`src/rtl/picorv32_sim_pkg.sv`:
```
// Shared types and constants for the PicoRV32 run supervisor.
// Latency: n/a (types, constants and a constant function only).
// Backpressure: n/a.
package picorv32_sim_pkg;

    // Supervisor sequencing states.
    typedef enum logic [1:0] {
        ST_HOLD = 2'd0,
        ST_RUN  = 2'd1,
        ST_DONE = 2'd2,
        ST_TMO  = 2'd3
    } sup_state_e;

    // Width of the saturating run-cycle counter.
    localparam int CYCLE_W = 32;

    function automatic longint unsigned max2(input longint unsigned a, input longint unsigned b);
        return (a > b) ? a : b;
    endfunction

    // Smallest w with 2**w >= max_val. A counter of this width can reach
    // every compare value the supervisor needs (all of them are < max_val).
    function automatic int cnt_width_req(input longint unsigned max_val);
        int w;
        w = 0;
        for (int k = 0; k < 63; k++) begin
            if ((64'd1 << k) < max_val) begin
                w = k + 1;
            end
        end
        return w;
    endfunction

endpackage

```
`src/rtl/picorv32_run_supervisor_if.sv`:
```
// Control/status bundle between the run supervisor and the supervised cores/harness.
// Latency: n/a (wires only); every supervisor-driven signal comes straight from a register.
// Backpressure: none; strobes and levels are sampled every clock.
// master: supervisor side (samples restart/activity/trap, drives resets and status).
// slave : harness side (drives restart/activity/trap, observes resets and status).
interface picorv32_run_supervisor_if #(
    parameter int NUM_CORES = 1
);
    logic                                   restart;
    logic [NUM_CORES-1:0]                   activity;
    logic [NUM_CORES-1:0]                   trap;
    logic [NUM_CORES-1:0]                   core_resetn;
    logic                                   running;
    logic                                   done;
    logic                                   timeout;
    logic [NUM_CORES-1:0]                   trap_mask;
    logic [picorv32_sim_pkg::CYCLE_W-1:0]   cycle_count;

    modport master (
        input  restart, activity, trap,
        output core_resetn, running, done, timeout, trap_mask, cycle_count
    );

    modport slave (
        output restart, activity, trap,
        input  core_resetn, running, done, timeout, trap_mask, cycle_count
    );
endinterface

```
`src/rtl/picorv32_sup_counter.sv`:
```
// Saturating up-counter with synchronous clear, enable and a terminal-value match flag.
// Latency: count updates one clock after en_i/clr_i; match_o decodes the registered count.
// Backpressure: none; clr_i dominates en_i, and the count holds at all-ones.
// Ports: clk_i, rst_ni (async active-low), clr_i, en_i, cnt_o (current count), match_o (cnt_o == MATCH).
module picorv32_sup_counter #(
    parameter int               WIDTH = 20,
    parameter logic [WIDTH-1:0] MATCH = '0
) (
    input  logic             clk_i,
    input  logic             rst_ni,
    input  logic             clr_i,
    input  logic             en_i,
    output logic [WIDTH-1:0] cnt_o,
    output logic             match_o
);

    logic [WIDTH-1:0] cnt_q, cnt_d;

    always_comb begin
        cnt_d = cnt_q;
        if (clr_i) begin
            cnt_d = '0;
        end else if (en_i && (cnt_q != '1)) begin
            cnt_d = cnt_q + WIDTH'(1);
        end
    end

    always_ff @(posedge clk_i or negedge rst_ni) begin
        if (!rst_ni) begin
            cnt_q <= '0;
        end else begin
            cnt_q <= cnt_d;
        end
    end

    assign cnt_o   = cnt_q;
    assign match_o = (cnt_q == MATCH);

endmodule

```
`src/rtl/picorv32_run_supervisor.sv`:
```
// Run controller: staggered per-core reset release, trap/timeout watch, sticky status, soft restart.
// Latency: every output is registered; an input change is visible one clock later.
// Backpressure: none; restart/activity/trap are sampled every clock, restart overrides all states.
// Ports: clk, resetn (async active-low), bus (master modport: restart, activity, trap in;
//        core_resetn, running, done, timeout, trap_mask, cycle_count out).
module picorv32_run_supervisor
    import picorv32_sim_pkg::*;
#(
    parameter int NUM_CORES      = 1,
    parameter int RESET_CYCLES   = 100,
    parameter int STAGGER_CYCLES = 0,
    parameter int TIMEOUT_CYCLES = 1000000,
    parameter int KICK_MODE      = 0,
    parameter int CNT_WIDTH      = 20
) (
    input  logic                        clk,
    input  logic                        resetn,
    picorv32_run_supervisor_if.master   bus
);

    // Last hold value that has to be reachable: release point of the final core.
    localparam longint unsigned HOLD_SPAN =
        longint'(RESET_CYCLES) + longint'(NUM_CORES - 1) * longint'(STAGGER_CYCLES);
    localparam longint unsigned CNT_SPAN  = max2(longint'(TIMEOUT_CYCLES), HOLD_SPAN);

    if (NUM_CORES < 1 || NUM_CORES > 8) begin : g_bad_cores
        $error("picorv32_run_supervisor: NUM_CORES must be 1..8");
    end
    if (RESET_CYCLES < 1 || TIMEOUT_CYCLES < 1 || STAGGER_CYCLES < 0) begin : g_bad_cycles
        $error("picorv32_run_supervisor: RESET_CYCLES and TIMEOUT_CYCLES must be >= 1");
    end
    if (CNT_WIDTH < cnt_width_req(CNT_SPAN)) begin : g_bad_width
        $error("picorv32_run_supervisor: CNT_WIDTH too small for hold/timeout span");
    end

    sup_state_e                 state_q, state_d;
    logic [NUM_CORES-1:0]       core_rel_q, core_rel_d;
    logic [NUM_CORES-1:0]       trap_mask_q, trap_mask_d;
    logic [CYCLE_W-1:0]         cyc_q, cyc_d;

    logic [CNT_WIDTH-1:0]       hold_cnt;
    logic                       hold_first;   // hold_cnt at core 0 release point
    logic                       hold_en;
    logic [NUM_CORES-1:0]       rel_hit;      // per-core release point reached this edge
    logic [CNT_WIDTH-1:0]       tmo_cnt_unused;
    logic                       tmo_last;     // tmo_cnt at TIMEOUT_CYCLES-1
    logic                       tmo_en;
    logic                       kick;

    picorv32_sup_counter #(
        .WIDTH (CNT_WIDTH),
        .MATCH (CNT_WIDTH'(RESET_CYCLES - 1))
    ) u_hold_cnt (
        .clk_i   (clk),
        .rst_ni  (resetn),
        .clr_i   (bus.restart),
        .en_i    (hold_en),
        .cnt_o   (hold_cnt),
        .match_o (hold_first)
    );

    // A kick clears the watchdog on the same edge, so the expiry compare only
    // fires after TIMEOUT_CYCLES edges with no activity.
    picorv32_sup_counter #(
        .WIDTH (CNT_WIDTH),
        .MATCH (CNT_WIDTH'(TIMEOUT_CYCLES - 1))
    ) u_tmo_cnt (
        .clk_i   (clk),
        .rst_ni  (resetn),
        .clr_i   (bus.restart | kick),
        .en_i    (tmo_en),
        .cnt_o   (tmo_cnt_unused),
        .match_o (tmo_last)
    );

    for (genvar i = 0; i < NUM_CORES; i++) begin : g_rel
        localparam logic [CNT_WIDTH-1:0] REL_AT = CNT_WIDTH'(RESET_CYCLES - 1 + i * STAGGER_CYCLES);
        assign rel_hit[i] = (hold_cnt == REL_AT);
    end

    always_comb begin
        state_d     = state_q;
        core_rel_d  = core_rel_q;
        trap_mask_d = trap_mask_q;
        cyc_d       = cyc_q;
        hold_en     = 1'b0;
        tmo_en      = 1'b0;
        kick        = 1'b0;

        if (bus.restart) begin
            state_d     = ST_HOLD;
            core_rel_d  = '0;
            trap_mask_d = '0;
            cyc_d       = '0;
        end else begin
            unique case (state_q)
                ST_HOLD: begin
                    hold_en    = 1'b1;
                    core_rel_d = core_rel_q | rel_hit;
                    if (hold_first) begin
                        state_d = ST_RUN;
                    end
                end
                ST_RUN: begin
                    // Staggered releases continue into RUN; the hold count
                    // freezes once the last core is out of reset.
                    hold_en = !core_rel_q[NUM_CORES-1];
                    if (hold_en) begin
                        core_rel_d = core_rel_q | rel_hit;
                    end
                    cyc_d       = (cyc_q == '1) ? cyc_q : cyc_q + CYCLE_W'(1);
                    tmo_en      = 1'b1;
                    kick        = (KICK_MODE != 0) && |(bus.activity & core_rel_q);
                    trap_mask_d = trap_mask_q | (bus.trap & core_rel_q);
                    // All-trapped takes priority over a coincident expiry.
                    if (&trap_mask_d) begin
                        state_d = ST_DONE;
                    end else if (tmo_last && !kick) begin
                        state_d    = ST_TMO;
                        core_rel_d = '0;
                    end
                end
                ST_DONE, ST_TMO: begin
                end
                default: begin
                    state_d = ST_HOLD;
                end
            endcase
        end
    end

    always_ff @(posedge clk or negedge resetn) begin
        if (!resetn) begin
            state_q     <= ST_HOLD;
            core_rel_q  <= '0;
            trap_mask_q <= '0;
            cyc_q       <= '0;
        end else begin
            state_q     <= state_d;
            core_rel_q  <= core_rel_d;
            trap_mask_q <= trap_mask_d;
            cyc_q       <= cyc_d;
        end
    end

    assign bus.core_resetn = core_rel_q;
    assign bus.running     = (state_q == ST_RUN);
    assign bus.done        = (state_q == ST_DONE);
    assign bus.timeout     = (state_q == ST_TMO);
    assign bus.trap_mask   = trap_mask_q;
    assign bus.cycle_count = cyc_q;

endmodule

```
`src/flat_wrapper.sv`:
```
// flat-port wrapper written by rule: the top's interface ports become plain ports
module picorv32_run_supervisor_flat import picorv32_sim_pkg::*;
#(
    parameter int NUM_CORES      = 1,
    parameter int RESET_CYCLES   = 100,
    parameter int STAGGER_CYCLES = 0,
    parameter int TIMEOUT_CYCLES = 1000000,
    parameter int KICK_MODE      = 0,
    parameter int CNT_WIDTH      = 20
)
  (clk, resetn, bus_restart, bus_activity, bus_trap, bus_core_resetn, bus_running, bus_done, bus_timeout, bus_trap_mask, bus_cycle_count);
  picorv32_run_supervisor_if #(.NUM_CORES(NUM_CORES)) bus_i ();
  input  logic clk;
  input  logic resetn;
  input wire logic [$bits(bus_i.restart)-1:0] bus_restart;
  input wire logic [$bits(bus_i.activity)-1:0] bus_activity;
  input wire logic [$bits(bus_i.trap)-1:0] bus_trap;
  output wire logic [$bits(bus_i.core_resetn)-1:0] bus_core_resetn;
  output wire logic [$bits(bus_i.running)-1:0] bus_running;
  output wire logic [$bits(bus_i.done)-1:0] bus_done;
  output wire logic [$bits(bus_i.timeout)-1:0] bus_timeout;
  output wire logic [$bits(bus_i.trap_mask)-1:0] bus_trap_mask;
  output wire logic [$bits(bus_i.cycle_count)-1:0] bus_cycle_count;
  assign bus_i.restart = bus_restart;
  assign bus_i.activity = bus_activity;
  assign bus_i.trap = bus_trap;
  assign bus_core_resetn = bus_i.core_resetn;
  assign bus_running = bus_i.running;
  assign bus_done = bus_i.done;
  assign bus_timeout = bus_i.timeout;
  assign bus_trap_mask = bus_i.trap_mask;
  assign bus_cycle_count = bus_i.cycle_count;
  picorv32_run_supervisor #(.NUM_CORES(NUM_CORES), .RESET_CYCLES(RESET_CYCLES), .STAGGER_CYCLES(STAGGER_CYCLES), .TIMEOUT_CYCLES(TIMEOUT_CYCLES), .KICK_MODE(KICK_MODE), .CNT_WIDTH(CNT_WIDTH)) u_core (.clk(clk), .resetn(resetn), .bus(bus_i));
endmodule
```
`config.mk`:
```
export PLATFORM = sky130hd
export DESIGN_NAME = picorv32_run_supervisor_flat
export DESIGN_NICKNAME = d
export VERILOG_FILES = /design/src/rtl/picorv32_sim_pkg.sv /design/src/rtl/picorv32_run_supervisor_if.sv /design/src/rtl/picorv32_sup_counter.sv /design/src/rtl/picorv32_run_supervisor.sv /design/src/flat_wrapper.sv
export SDC_FILE = /design/constraint.sdc
export NUM_CORES = 1
export LEC_CHECK = 0
export CORE_MARGIN = 2
export CORE_UTILIZATION = 30
export DETAILED_ROUTE_END_ITERATION = 8
export GPL_TIMING_DRIVEN = 1
export PLACE_DENSITY = 0.53
export SLEW_MARGIN = 15
export SYNTH_ARGS = -nofsm -noshare
export SYNTH_HDL_FRONTEND = slang
export SYNTH_SLANG_ARGS = --single-unit
```
`constraint.sdc`:
```
create_clock -name clk -period 2.35 [get_ports clk]
set_input_delay 0.3525 -clock clk [delete_from_list [all_inputs] [get_ports clk]]
set_output_delay 0.3525 -clock clk [all_outputs]
set_load 0.1 [all_outputs]
```
==> results of run 1 <==
==> layout by cell type (no fill, tap or decap), types with 10 or more instances in the layout <==
cell type  count
xnor2_1       21
nor2b_1       10
xor2_1        11
dfrtp_4       16
nor4_1        10
or3_1         13
buf_4         63
nand2_1       35
a21oi_1       35
dfrtp_2       12
dfrtp_1       48
nand4_1       24
o21ai_0       17
nand3_1       17
or4_1         12
nor3_1        13
nor2_1        59
==> sequential cells by signal (all words and copies together) (netlist names) <==
| signal | count |
|---|---|
| u_core.bus.core_resetn | 1 |
| u_core.u_hold_cnt.cnt_o | 20 |
| u_core.state_q | 2 |
| u_core.u_tmo_cnt.cnt_o | 20 |
| u_core.bus.cycle_count | 32 |
| u_core.bus.trap_mask | 1 |
==> critical path, cell delays in order, from the launching register on <==
cell and delay [ps]:
dfrtp_4 440, nand4_1 170, or4_4 560, nor4_4 300, buf_4 230, nor3_1 80
mux2_4 290
==> kinds of logic (layout without fill, tap and decap cells) <==
family / Yosys count / in the layout / synth area share
AO/OA/AOI/OAI: 92 / 92 / 0.1363
XOR/XNOR: 32 / 32 / 0.06470
adder cells (fa/ha/maj): 3 / 3 / 0.008666
buffers and inverters: 27 / 92 / 0.02628
flip-flops: 76 / 76 / 0.4391
multiplexers: 9 / 9 / 0.02368
AND/OR/NAND/NOR: 234 / 234 / 0.3013
==> through the flow <==
step / TNS (ps) / cell area (um^2) / power (mW) / worst slack, ps
3_3_place_gp: 0 / 5080 / 1.425 / 97.91
2_1_floorplan: -38.74 / 4408 / 1.377 / -38.74
4_1_cts: 0 / 5373 / 2.839 / 62.59
6_report: 0 / 5383 / 2.786 / 156.0
5_1_grt: 0 / 5383 / 2.903 / 39.08
3_5_place_dp: 0 / 5080 / 1.426 / 80.32
==> layout make-up <==
class,instances,area share
Multi-Input combinational cell,370,0.4321
Sequential cell,76,0.3673
Timing Repair Buffer,67,0.09809
Clock buffer,10,0.04254
Tap cell,180,0.04184
Clock inverter,6,0.01185
Inverter,9,0.006276
==> cells in the mapped netlist, drive strengths merged (4+ instances only) <==
master,n,area share
dfrtp,76,0.44
nor2,59,0.051
a21oi,35,0.040
nand2,35,0.030
nand4,25,0.040
xnor2,21,0.042
nand3,18,0.021
o21ai,18,0.022
or4,14,0.025
nor3,13,0.015
nor4,13,0.027
or3,13,0.019
clkbuf,12,0.010
xor2,11,0.022
nor2b,10,0.014
and3,9,0.013
inv,9,0.0078
and4,7,0.014
mux2,7,0.019
o31ai,7,0.012
buf,6,0.0081
nor4b,4,0.0081
or2,4,0.0058
==> final timing paths <==
kind                                                 start                          to  slack [ps]
worst min register to register  u_core.u_tmo_cnt.cnt_o[14]  u_core.u_tmo_cnt.cnt_o[14]         530
worst max-delay path            u_core.bus.cycle_count[17]   u_core.bus.cycle_count[4]         160
max in group asynchronous                           resetn   u_core.bus.cycle_count[2]        1970
worst min-delay path                                resetn  u_core.bus.cycle_count[13]          20
min in group clk                               bus_restart  u_core.bus.cycle_count[30]         510
worst max register to register  u_core.bus.cycle_count[17]   u_core.bus.cycle_count[4]         160
==> power by group through the flow <==
stage / combinational, mW / clock [mW] / sequential (mW)
after detailed placement: 0.0840 / 0 / 1.34
after global routing: 0.0933 / 1.49 / 1.32
after global placement: 0.0826 / 0 / 1.34
after CTS: 0.0843 / 1.44 / 1.32
after floorplan: 0.0350 / 0 / 1.34
final: 0.0803 / 1.39 / 1.32
==> timing repair <==
item                                    CTS  global route
endpoints found under the setup margin    0             6
buffers inserted                          0             0
hold buffers                              0             0
gates resized for setup                   0             3
==> layer usage <==
| metal | vias up | routed length [um] | global-route usage |
|---|---|---|---|
| met5 | - | 0 | 0 |
| met4 | 0 | 144 | 0.04986 |
| met3 | 13 | 364 | 0.03159 |
| met2 | 55 | 4980 | 0.2353 |
| met1 | 1869 | 5188 | 0.2033 |
| li1 | 1876 | - | - |
==> flow_metrics.py, run 1 <==
metrics = {
    "outcome": {
        "outcome": "finished, final reports clean",
    },
    "cts": {
        "clkSinkCount": 76,
        "clk_path_buf_depth": 2,
        "cts_made_buffers": 9,
        "cts_tree": "built",
        "h-tree-depth": 3,
        "clk_pin_slew_worst_paths_ps": 60,
        "clk_latency_ps": 340,
        "root_buffer": "clkbuf_16",
    },
    "pwr": {
        "p_comb_frac": 0.029,
        "p_sw_frac": 0.2263,
        "p_leak_nw": 2.113,
        "internal_power_mw": 2.155,
        "irDropWorstVdd_uv": 283.9,
        "p_seq_frac": 0.473,
        "clkPwrFrac": 0.498,
        "switchingPower_uw": 630.5,
        "power_density_nw_per_um2": 517.5,
    },
    "logic_synthesis": {
        "netlist_area_um2": 4332,
        "async_flop_share": 1.000,
        "synth-seq-cells": 76,
        "avgSynthCellArea_um2": 9.158,
        "postSynthCellCount": 473,
        "synth_edf_count": 0,
        "ys_seq_area_frac": 0.4391,
        "synthFlopType": "dfrtp_1",
        "ys_types": 60,
        "syn_nets": 481,
        "ys_warn_count": 0,
    },
    "drt": {
        "vias_per_cell": 5.311,
        "wl_per_cell_um": 14.87,
        "wl_mm": 10.68,
        "first_pass_iters": 4,
        "vias": 3813,
        "drt_iter0_markers": 269,
        "detail-route-antenna-nets": 0,
        "drc": 0,
    },
    "die": {
        "rows": 43,
        "core_area_um2": 13990,
        "io_pins": 42,
        "die_h_um": 124.2,
        "die_w_um": 124.2,
        "die-area_um2": 15420,
        "initial_utilization": 0.3097,
    },
    "flow_run": {
        "drv_cap": 0,
    },
    "critical_path": {
        "critPathKind": "flip-flop to flip-flop",
        "cp.required_ps": 2580,
        "end_kind": "flip-flop",
        "reg2reg_depth": 6,
        "crit_fanout": 13,
        "cp-start-kind": "flip-flop",
        "worstPathArrival_ps": 2420,
    },
    "sta": {
        "fin_crit_sh": 0.9336,
        "rsz0062_at_grt": "false",
        "max_slew_margin": 0.6093,
        "final-setup-viol-count": 0,
        "fmax_mhz": 455.8,
        "holdWs_ps": 20.72,
        "period_needed_ps": 2194,
        "slew_violations": 0,
        "worst_slew_pin_slew_ps": 586.0,
        "finClkSkew_ps": 9.781,
        "hold_viol": 0,
    },
    "cells_and_area": {
        "nFillCells": 1437,
        "diodes": 0,
        "nets": 541,
        "area_delta_synth_final_pct": 24.26,
        "drive_gt1_frac": 0.2435,
        "multiInputGateArea_um2": 2326,
        "fin_cells": 718,
        "seqCellArea_um2": 1977,
        "final_util": 0.3848,
    },
    "grt": {
        "grt_max_degree": 77,
        "first_global_vias": 3657,
        "gr-total-overflow": 0,
        "grt_use_total": 0.1492,
        "grt_pass1_wl_mm": 18.17,
        "antenna_found_initial": 0,
    },
    "place": {
        "place.gp.congestion": 0.8310,
        "dp_hpwl_mm": 7.333,
        "placed_cells": 702,
        "port_buffers": 40,
    },
    "hold_path": {
        "min-delay-path-class": "primary input to asynchronous set/reset pin",
    },
}
Power figures use the tool's default switching activity.
==> run 2: changes to the inputs <==
- CTS_CLUSTER_SIZE: not set -> 40
==> results of run 2 <==
No change in the layout: final DEF, timing and power equal those of run 1.
